### config.mk
export PLATFORM = sky130hd
export DESIGN_NAME = regfile_port_arbiter
export DESIGN_NICKNAME = d
export VERILOG_FILES = /design/src/rtl/regfile_arb_pkg.sv /design/src/rtl/regfile_clear_seq.sv /design/src/rtl/regfile_port_arbiter.sv
export SDC_FILE = /design/constraint.sdc
export NUM_CORES = 1
export LEC_CHECK = 0
export ABC_AREA = 0
export BUFFER_PORTS_ARGS = -buffer_cell sky130_fd_sc_hd__buf_2
export CAP_MARGIN = 20
export CORE_MARGIN = 3
export CORE_UTILIZATION = 45
export CTS_BUF_LIST = sky130_fd_sc_hd__clkbuf_8
export DETAILED_ROUTE_END_ITERATION = 7
export PLACE_DENSITY = 0.82
export SLEW_MARGIN = 20
export SYNTH_ARGS = -nofsm -noshare
export SYNTH_HDL_FRONTEND = slang
export SYNTH_SLANG_ARGS = --single-unit
### constraint.sdc
create_clock -name Clk -period 5.3 [get_ports Clk]
set_clock_uncertainty 0.15 [all_clocks]
set_input_delay 0.53 -clock Clk [delete_from_list [all_inputs] [get_ports Clk]]
set_output_delay 0.53 -clock Clk [all_outputs]
set_load 0.01 [all_outputs]
### src/rtl/regfile_arb_pkg.sv
// Shared types for the register-file port arbiter: controller state and requester identity.
package regfile_arb_pkg;

    typedef enum logic {
        SERVE = 1'b0,
        CLEAR = 1'b1
    } arb_state_t;

    typedef enum logic {
        REQ_CORE = 1'b0,
        REQ_DBG  = 1'b1
    } requester_t;

endpackage

### src/rtl/regfile_clear_seq.sv
// Zero-clear sweep sequencer: walks every register index once, one per cycle,
// and flags the final index so the arbiter can return to normal service.
module regfile_clear_seq #(
    parameter int A = 4
) (
    input  logic         Clk,
    input  logic         ResetN,
    input  logic         start,
    output logic         busy,
    output logic [A-1:0] index,
    output logic         done
);

    // One extra bit keeps the final index distinct from the post-wrap value.
    localparam logic [A:0] LAST = (A+1)'((1 << A) - 1);

    logic [A:0] idx_q;

    always_ff @(posedge Clk or negedge ResetN) begin
        if (!ResetN) begin
            busy  <= 1'b0;
            idx_q <= '0;
        end else if (!busy) begin
            if (start) begin
                busy  <= 1'b1;
                idx_q <= '0;
            end
        end else begin
            idx_q <= idx_q + 1'b1;
            if (idx_q == LAST) busy <= 1'b0;
        end
    end

    assign done  = busy && (idx_q == LAST);
    assign index = idx_q[A-1:0];

endmodule

### src/rtl/regfile_port_arbiter.sv
// Shares one register-file address port between Core and Dbg with Core priority,
// a starvation guard for Dbg, and an on-command zero-clear sweep.
module regfile_port_arbiter
    import regfile_arb_pkg::*;
#(
    parameter int W      = 8,
    parameter int A      = 4,
    parameter int STARVE = 4
) (
    input  logic         Clk,
    input  logic         ResetN,
    input  logic         ClearReq,
    output logic         ClearBusy,
    input  logic         CoreReqValid,
    output logic         CoreReqReady,
    input  logic         CoreReqWrite,
    input  logic         CoreReqR0,
    input  logic [A-1:0] CoreReqAddr,
    input  logic [W-1:0] CoreReqData,
    output logic         CoreRspValid,
    output logic [W-1:0] CoreRspData,
    input  logic         DbgReqValid,
    output logic         DbgReqReady,
    input  logic         DbgReqWrite,
    input  logic         DbgReqR0,
    input  logic [A-1:0] DbgReqAddr,
    input  logic [W-1:0] DbgReqData,
    output logic         DbgRspValid,
    output logic [W-1:0] DbgRspData,
    output logic         RfWriteEn,
    output logic         RfWriteR0,
    output logic [A-1:0] RfReg,
    output logic [W-1:0] RfDataIn,
    input  logic [W-1:0] RfDataOut
);

    localparam logic [3:0] STARVE_LIM = 4'(STARVE);

    arb_state_t   state_q, state_d;
    requester_t   sel;
    logic [3:0]   starve_q;
    logic         core_win, dbg_win, gnt, contested;
    logic         sel_write, sel_r0;
    logic [A-1:0] sel_addr;
    logic [W-1:0] sel_data;
    logic         clr_start, clr_done;
    logic [A-1:0] clr_index;

    regfile_clear_seq #(.A(A)) u_clear (
        .Clk    (Clk),
        .ResetN (ResetN),
        .start  (clr_start),
        .busy   (ClearBusy),
        .index  (clr_index),
        .done   (clr_done)
    );

    assign contested = CoreReqValid && DbgReqValid;
    assign gnt       = core_win || dbg_win;
    assign sel       = dbg_win ? REQ_DBG : REQ_CORE;
    assign sel_write = (sel == REQ_DBG) ? DbgReqWrite : CoreReqWrite;
    assign sel_r0    = (sel == REQ_DBG) ? DbgReqR0    : CoreReqR0;
    assign sel_addr  = (sel == REQ_DBG) ? DbgReqAddr  : CoreReqAddr;
    assign sel_data  = (sel == REQ_DBG) ? DbgReqData  : CoreReqData;

    assign CoreReqReady = core_win;
    assign DbgReqReady  = dbg_win;

    always_ff @(posedge Clk or negedge ResetN) begin
        if (!ResetN) state_q <= SERVE;
        else         state_q <= state_d;
    end

    // Grants are qualified by ResetN so every output reads 0 while reset is held.
    always_comb begin
        state_d   = state_q;
        core_win  = 1'b0;
        dbg_win   = 1'b0;
        clr_start = 1'b0;
        RfWriteEn = 1'b0;
        RfWriteR0 = 1'b0;
        RfReg     = '0;
        RfDataIn  = '0;
        unique case (state_q)
            SERVE: begin
                if (ResetN) begin
                    if (CoreReqValid && (!DbgReqValid || starve_q != STARVE_LIM))
                        core_win = 1'b1;
                    else if (DbgReqValid)
                        dbg_win = 1'b1;
                    if (ClearReq) begin
                        state_d   = CLEAR;
                        clr_start = 1'b1;
                    end
                end
                if (gnt) begin
                    if (sel_write && sel_r0) begin
                        RfWriteR0 = 1'b1;
                        RfDataIn  = sel_data;
                    end else if (sel_write) begin
                        RfWriteEn = 1'b1;
                        RfReg     = sel_addr;
                        RfDataIn  = sel_data;
                    end else begin
                        RfReg = sel_addr;
                    end
                end
            end
            CLEAR: begin
                RfWriteEn = 1'b1;
                RfReg     = clr_index;
                if (clr_done) state_d = SERVE;
            end
            default: state_d = SERVE;
        endcase
    end

    always_ff @(posedge Clk or negedge ResetN) begin
        if (!ResetN) begin
            starve_q <= '0;
        end else if (dbg_win) begin
            starve_q <= '0;
        end else if (core_win && contested) begin
            starve_q <= starve_q + 1'b1;
        end
    end

    // Read data is captured from the combinational register-file output in the grant cycle.
    always_ff @(posedge Clk or negedge ResetN) begin
        if (!ResetN) begin
            CoreRspValid <= 1'b0;
            CoreRspData  <= '0;
            DbgRspValid  <= 1'b0;
            DbgRspData   <= '0;
        end else begin
            CoreRspValid <= core_win && !CoreReqWrite;
            DbgRspValid  <= dbg_win && !DbgReqWrite;
            if (core_win && !CoreReqWrite) CoreRspData <= RfDataOut;
            if (dbg_win && !DbgReqWrite)   DbgRspData  <= RfDataOut;
        end
    end

endmodule

==> results of run 1 <==
-- metal layers --
layer	global-route usage, %	vias up
met3	5.27	2
met2	29.5	33
li1	-	651
met5	0	-
met4	5.54	0
met1	21.7	605
-- path summary, 6_finish.rpt --
kind / start / endpoint / slack [ns]
worst max register to register: starve_q[1]$_DFFE_PN0P_ / DbgRspData[7]$_DFFE_PN0P_ / 3.19
worst min register to register: u_clear.idx_q[4]$_DFFE_PN0P_ / u_clear.idx_q[4]$_DFFE_PN0P_ / 0.34
worst max-delay path: ResetN / RfWriteEn / 1.80
max in group asynchronous: ResetN / u_clear.idx_q[3]$_DFFE_PN0P_ / 4.60
min in group Clk: u_clear.idx_q[4]$_DFFE_PN0P_ / u_clear.idx_q[4]$_DFFE_PN0P_ / 0.34
worst min-delay path: ResetN / u_clear.idx_q[0]$_DFFE_PN0P_ / 0.12
-- placed cells by master (no fill, tap or decap), types with 4 or more instances in the layout --
master,netlist,routed
buf_2,3,75
dfrtp_1,29,29
mux2_2,17,17
o21ai_0,12,12
nand2_1,11,11
mux2i_1,11,11
nor2_1,10,10
inv_1,7,7
clkbuf_8,0,5
ha_1,4,4
-- critical path, stage by stage --
cell	delay, ns
buf_2	0.07
buf_4	0.35
nand3b_1	0.39
a21oi_2	0.75
mux2_2	0.42
o21ai_0	0.14
buf_2	0.16
-- cell families (layout without fill, tap and decap cells) --
logic type	Yosys count	count (layout)	share of synthesized area [%]
DFF	29	29	47.5
buffers and inverters	11	89	3.20
xor gates and xnor gates	1	1	0.574
and+or+nand+nor	36	36	13.1
adders and majority gates	4	4	3.28
muxes	28	28	19.8
AOI/OAI and AO/OA	29	29	12.5
-- registers in the layout (all words and copies together) (netlist names) --
signal         cells
state_q            1
CoreRspData        8
starve_q           4
DbgRspData         8
CoreRspValid       1
u_clear.busy       1
u_clear.idx_q      5
DbgRspValid        1
-- final cells by class --
| class | instances | area [um^2] |
|---|---|---|
| Clock buffer | 5 | 68.8 |
| Clock inverter | 1 | 5.00 |
| Fill cell | 276 | 1140 |
| Inverter | 7 | 26.3 |
| Multi-Input combinational cell | 98 | 752 |
| Sequential cell | 29 | 726 |
| Tap cell | 44 | 55.1 |
| Timing Repair Buffer | 76 | 383 |
-- synth_stat cells, drive strengths merged --
cell / number / share of area, %
dfrtp: 29 / 48
mux2: 17 / 13
o21ai: 12 / 3.9
mux2i: 11 / 7.2
nand2: 11 / 2.7
nor2: 10 / 2.5
inv: 7 / 1.7
a21oi: 4 / 1.6
buf: 4 / 1.5
ha: 4 / 3.3
a31oi: 3 / 1.2
a211oi: 2 / 0.98
and3: 2 / 0.82
nand2b: 2 / 0.82
nand3: 2 / 0.66
nor3: 2 / 1.4
o31ai: 2 / 0.98
a2111oi: 1 / 0.57
a221oi: 1 / 0.57
a22o: 1 / 0.57
a41oi: 1 / 1.1
and2: 1 / 0.57
nand3b: 1 / 0.49
nand4: 1 / 0.41
nand4b: 1 / 1.6
nor2b: 1 / 0.41
o21bai: 1 / 0.49
o2bb2ai: 1 / 0.57
or2: 1 / 0.41
or3: 1 / 0.41
xnor2: 1 / 0.57
-- power groups by stage --
stage,sequential [uW],clock (uW),combinational (uW)
4_1_cts,334,161,232
3_3_place_gp,335,0,228
5_1_grt,345,168,259
6_report,334,152,228
2_1_floorplan,345,0,121
3_5_place_dp,337,0,231
-- through the flow --
stage	hold WS [ns]	worst slack, ns	std cells	utilization, %
finish	0.120	1.80	260	63.9
global route	0.139	1.51	260	63.9
CTS	0.113	1.79	260	63.9
detailed placement	0.335	1.78	254	61.6
global placement	0.316	1.84	254	61.6
floorplan	0.0844	2.95	138	-
==> flow_summary.yaml, run 1 <==
detailed_routing:
  first_iter_violations: 144
  drc: 0
  via_count: 1291
  ant_nets: 0
  wire_per_inst_um: 12.9
  viasPerCell: 4.97
  drt-pass1-iter-count: 4
  routedLengthMet1_mm: 1.44
  wirelength_mm: 3.34
  met2RoutedLength_mm: 1.70
  top_layer_used: "met4"
  dr_wl_met3_um: 175
synthesis:
  ys_seq_area_share_pct: 47.5
  syn_area_um2: 1530
  yosys_warnings: 0
  synth-seq-cells: 29
  synthesis.nets: 183
  syn_inst: 138
  avgSynthCellArea_um2: 11.1
  synth.distinct_cells: 34
setup_path:
  worstRegToRegCells: 6
  crit_fanout: 34
  arrival_ns: 2.82
  worstSetupEndpointType: "output pin"
  worstSetupStartpointType: "primary input"
  required_ns: 4.62
  critPathKind: "in2out"
cts:
  cts.sinks: 29
  cts_max_path_buffers: 2
  htree_levels: 2
  cts_buffers: 5
  hold_buffers: 0
  clk_pin_slew_ns: 0.06
  cts-resized-gates: 0
  postCtsSetupRepairBufs: 0
  tritoncts: "built"
  clk_latency_ns: 0.27
  clock-root-buffer: "clkbuf_8"
timing:
  hold_violations: 0
  rsz0062_at_grt: "false"
  finalSetupViolCount: 0
  tightestPinTransition_ns: 0.839
  max_slew_margin_pct: 44.1
  final.setup.tns_ns: 0
  finalCritPeriodShare_pct: 66.0
  post-route-min-period_ns: 3.50
  fmax_mhz: 286
  drv_slew: 0
die:
  initial_core_util_pct: 48.4
  ioPinCount: 76
  dieArea_um2: 4130
  die-width_um: 64.2
  dieHeight_um: 64.2
  coreArea_um2: 3150
  num_rows: 20
global_route:
  grt_antenna_before_repair: 0
  grt_overflow_total: 0
  grt_pass1_vias: 1290
  track_usage_pct: 17.6
  grt_max_degree: 35
  grt_pass1_wl_mm: 5.79
pwr:
  power.share.sequential_pct: 46.8
  internal-power_uw: 481
  swShare_pct: 32.7
  switchingPower_uw: 233
  pwr-share-clk_pct: 21.3
  cellPowerDensity_nw_per_um2: 354
  p_leak_uw: 0.00105
  power_uw: 714
  combPwrFrac_pct: 31.9
  peakVddDrop_mv: 0.292
run_status:
  outcome: "completed"
final_layout:
  final_area_um2: 2020
  n_antenna_cell: 0
  syn2layout_area_growth_pct: 32.0
  drive_above_1_share_pct: 48.6
  final_nets: 262
placed_design:
  gp_congestion: 0.797
  dpl_cell_area_um2: 1940
  dpl.hpwl_mm: 2.68
  port_buffers: 75
flow_run:
  maxCapViolations: 0
hold_path:
  hold_class: "in2async"
Power figures use the tool's default switching activity.
==> inputs of run 2 (changes only) <==
- CORE_UTILIZATION: 45 -> 42
- PLACE_DENSITY: 0.82 -> 0.8
- clock period: 5.3 -> 3.1 ns (I/O delays scaled with it)
==> flow_summary.yaml, run 2 (synthesized netlist as in run 1, its figures left out) <==
detailed_routing:
  drc: 0
  viasPerCell: 5.00
  via_count: 1331
  ant_nets: 0
  first_iter_violations: 82
  wirelength_mm: 3.67
  wire_per_inst_um: 13.8
  drt-pass1-iter-count: 4
die:
  num_rows: 21
  dieHeight_um: 66.3
  ioPinCount: 76
  initial_core_util_pct: 44.7
  die-width_um: 66.3
  coreArea_um2: 3420
  dieArea_um2: 4390
global_route:
  grt_overflow_total: 0
  grt_pass1_vias: 1275
  grt_pass1_wl_mm: 5.86
  track_usage_pct: 17.7
  grt_max_degree: 20
  grt_antenna_before_repair: 0
cts:
  postCtsSetupRepairBufs: 0
  tritoncts: "built"
  cts_max_path_buffers: 2
  htree_levels: 2
  clk_latency_ns: 0.27
  cts_buffers: 5
  cts.sinks: 29
  clk_pin_slew_ns: 0.06
  clock-root-buffer: "clkbuf_8"
setup_path:
  max_stage_delay_ns: 0.52
  regToRegSetupSlack_ns: 0.96
  crit_chain: "dlygate4sd3_1, buf_2, nand3b_1, buf_4, a21oi_2, buf_4, mux2_2, nor2b_1, buf_2"
  r2r-end: "DbgRspData[5]$_DFFE_PN0P_"
  required_ns: 2.64
  worstRegToRegCells: 6
  worstSetupStartpointType: "primary input"
  crit_fanout: 16
  critPathKind: "in2out"
  crit_slowest_cell: "dlygate4sd3_1"
  r2r-start: "starve_q[0]$_DFFE_PN0P_"
  path_buf_inv: 5
  worstSetupEndpointType: "output pin"
  cp_top_family: "buffers and inverters"
  arrival_ns: 2.46
final_layout:
  layout_commonest_cell: "buf_2"
  n_antenna_cell: 0
  final_nets: 265
  mostFrequentLayoutCells: "buf_2 (75), dfrtp_1 (29), mux2_2 (17)"
  syn2layout_area_growth_pct: 34.7
  reg_top3: "CoreRspData x8, DbgRspData x8, u_clear.idx_q x5"
  fillers: 292
  drive_above_1_share_pct: 48.6
timing:
  finalCritPeriodShare_pct: 94.1
  fin_ws_ns: 0.184
  drv_slew: 0
  hold_violations: 0
  rsz0062_at_grt: "false"
  tightestPinTransition_ns: 0.554
  finalSetupViolCount: 0
  max_slew_margin_pct: 62.9
  post-route-min-period_ns: 2.92
  final.setup.tns_ns: 0
  fmax_mhz: 343
run_status:
  outcome: "completed"
pwr:
  power.share.sequential_pct: 45.1
  peakVddDrop_mv: 0.328
  p_leak_uw: 0.00107
  cellPowerDensity_nw_per_um2: 616
  pwr-share-clk_pct: 23.2
  combPwrFrac_pct: 31.7
  switchingPower_uw: 416
  swShare_pct: 32.9
  internal-power_uw: 850
placed_design:
  gp_congestion: 0.809
  dp_slack_ns: 0.717
  port_buffers: 75
  dpl.hpwl_mm: 2.98
hold_path:
  min_delay_worst_endpoint: "CoreRspData[4]$_DFFE_PN0P_"
  hold_depth: 2
  hold_class: "in2reg"
  min_from: "RfDataOut[4]"
flow_run:
  maxCapViolations: 0
==> run 2: area by class of cell <==
type	instances	area, um^2	area share [%]
Tap cell	46	57.6	2.80
Sequential cell	29	726	35.3
Clock inverter	1	3.75	0.183
Timing Repair Buffer	79	408	19.8
Inverter	7	26.3	1.28
Multi-Input combinational cell	98	752	36.6
Clock buffer	6	82.6	4.02
==> run 2: repair_timing <==
action,in CTS,in global routing
endpoints found under the hold margin,10,0
endpoints found under the setup margin,0,0
hold buffers,1,0
resized for setup,0,0
==> run 2: per-layer routing <==
metal	up-vias	GRT usage (%)	routed length [um]
met5	-	0	0
met4	0	3.05	11
met3	2	5.78	171
met2	29	29.1	1890
met1	642	22.8	1600
li1	658	-	-
==> run 2: worst max path at each step <==
stage / endpoint / cells past startpoint / startpoint / slack [ns]
2_1_floorplan: RfWriteEn / 6 / starve_q[0]$_DFFE_PN0P_ / 0.97
3_5_place_dp: RfWriteR0 / 8 / ResetN / 0.72
6_report: RfWriteR0 / 9 / ResetN / 0.18
4_1_cts: RfWriteR0 / 9 / ResetN / 0.18
3_3_place_gp: RfWriteEn / 8 / ResetN / 0.75
5_1_grt: RfWriteR0 / 9 / ResetN / 0.07
==> run 2: through the flow <==
step	hold WS, ns	util, %	cells	cell area, um^2	power, uW
detailed placement	0.0746	57.4	258	1960	983
CTS	0.126	60.2	266	2060	1280
global route	0.127	60.2	266	2060	1360
global placement	0.0713	57.4	258	1960	968
finish	0.135	60.2	266	2060	1270
floorplan	-0.136	-	138	1530	797
==> run 2: power groups by stage <==
stage	Combinational, uW	Clock (uW)	Sequential, uW
floorplan	207	0	590
global placement	395	0	573
detailed placement	404	0	578
CTS	407	303	572
global route	444	325	590
finish	402	293	571
==> inputs of run 3 (changes only) <==
- CORE_ASPECT_RATIO: unset -> 2
==> flow_summary.yaml, run 3 (synthesized netlist as in run 1, its figures left out) <==
timing:
  max_slew_margin_pct: 63.7
  rsz0062_at_grt: "false"
  fmax_mhz: 346
  hold_violations: 0
  fin_ws_ns: 0.208
  post-route-min-period_ns: 2.89
  finalCritPeriodShare_pct: 93.3
  final.setup.tns_ns: 0
  tightestPinTransition_ns: 0.542
  drv_slew: 0
  finalSetupViolCount: 0
detailed_routing:
  first_iter_violations: 21
  via_count: 1349
  ant_nets: 0
  drc: 0
  wirelength_mm: 3.97
  wire_per_inst_um: 14.9
  drt-pass1-iter-count: 4
  viasPerCell: 5.05
final_layout:
  drive_above_1_share_pct: 48.4
  layout_commonest_cell: "buf_2"
  final_area_um2: 2050
  n_antenna_cell: 0
  fillers: 322
  mostFrequentLayoutCells: "buf_2 (75), dfrtp_1 (29), mux2_2 (17)"
  final_nets: 264
  syn2layout_area_growth_pct: 34.3
  reg_top3: "CoreRspData x8, DbgRspData x8, u_clear.idx_q x5"
die:
  num_rows: 30
  dieHeight_um: 91.3
  initial_core_util_pct: 44.2
  dieArea_um2: 4440
  die-width_um: 48.6
  ioPinCount: 76
  coreArea_um2: 3450
cts:
  postCtsSetupRepairBufs: 0
  cts_buffers: 5
  clock-root-buffer: "clkbuf_8"
  tritoncts: "built"
  cts_max_path_buffers: 2
  cts-resized-gates: 0
  htree_levels: 2
  clk_latency_ns: 0.27
  cts.sinks: 29
  hold_buffers: 1
  clk_pin_slew_ns: 0.06
setup_path:
  crit_chain: "dlygate4sd3_1, buf_2, nand3b_1, a21oi_2, buf_4, mux2_2, o21ai_0, buf_2"
  crit_top_cell: "buf_2"
  crit_fanout: 13
  path_buf_inv: 4
  worstSetupStartpointType: "primary input"
  max_stage_delay_ns: 0.52
  worstRegToRegCells: 6
  required_ns: 2.64
  cp_top_family: "buffers and inverters"
  crit_slowest_cell: "dlygate4sd3_1"
  worstSetupEndpointType: "output pin"
  arrival_ns: 2.43
  worst-path-stages: 8
  critPathKind: "in2out"
flow_run:
  maxCapViolations: 0
global_route:
  grt_antenna_before_repair: 0
  grt_overflow_total: 0
  grt_pass1_wl_mm: 6.61
  track_usage_pct: 19.3
  grt_max_degree: 32
  grt_pass1_vias: 1462
hold_path:
  hold_class: "in2reg"
  hold_depth: 2
run_status:
  outcome: "completed"
pwr:
  cellPowerDensity_nw_per_um2: 620
  power.share.sequential_pct: 45.0
  pwr-share-clk_pct: 23.6
  swShare_pct: 33.2
  switchingPower_uw: 422
  internal-power_uw: 849
  p_leak_uw: 0.00107
  combPwrFrac_pct: 31.4
  peakVddDrop_mv: 0.528
placed_design:
  dp_slack_ns: 0.665
  gp_congestion: 0.840
  dpl.hpwl_mm: 3.22
  port_buffers: 75
  dpl_cell_area_um2: 1950
==> run 3: worst register-to-register path, cell delays in order (launching register included) <==
cell,delay [ns]
dfrtp_1,0.40
inv_1,0.06
ha_1,0.22
nand4b_4,0.14
nand2_1,0.13
or3_1,0.57
mux2_2,0.35
==> run 3: path summary, 6_finish.rpt <==
check	endpoint	slack, ns	from
min	DbgRspData[6]$_DFFE_PN0P_	0.14	RfDataOut[6]
max in group asynchronous	DbgRspData[3]$_DFFE_PN0P_	2.01	ResetN
min in group asynchronous	DbgRspData[6]$_DFFE_PN0P_	0.52	ResetN
max reg2reg	CoreRspData[5]$_DFFE_PN0P_	0.96	starve_q[0]$_DFFE_PN0P_
max	RfWriteEn	0.21	ResetN
min reg2reg	starve_q[3]$_DFFE_PN0P_	0.33	starve_q[3]$_DFFE_PN0P_
==> run 3: metal layers <==
metal  vias up  track usage [%]  wire length (um)
met5         -                0                 0
met4         0             11.6               149
met3        10             5.42               327
met2        71             35.0              2090
met1       614             18.6              1390
li1        654                -                 -
==> run 3: per-stage QoR <==
stage | utilization (%) | hold slack [ns] | instances | total power, uW
after floorplan | - | -0.136 | 138 | 797
final | 59.4 | 0.138 | 267 | 1270
after detailed placement | 56.6 | 0.264 | 259 | 980
after global placement | 56.6 | 0.267 | 259 | 967
after global routing | 59.4 | 0.137 | 267 | 1370
after CTS | 59.4 | 0.126 | 267 | 1290
==> run 3: cell type report <==
class                      instances  area (um^2)  area share [%]
clock buffer                       6         82.6            4.03
clock inverter                     1         3.75           0.183
inverter                           7         26.3            1.28
multi-input combinational         98          752            36.7
sequential                        29          726            35.4
tap                               48         60.1            2.93
timing repair buffer              78          400            19.5
==> run 3: power groups by stage <==
stage / Combinational, uW / Sequential (uW) / Clock, uW
6_report: 399 / 572 / 300
5_1_grt: 450 / 591 / 328
4_1_cts: 406 / 572 / 309
3_5_place_dp: 403 / 576 / 0
3_3_place_gp: 395 / 572 / 0
2_1_floorplan: 207 / 590 / 0
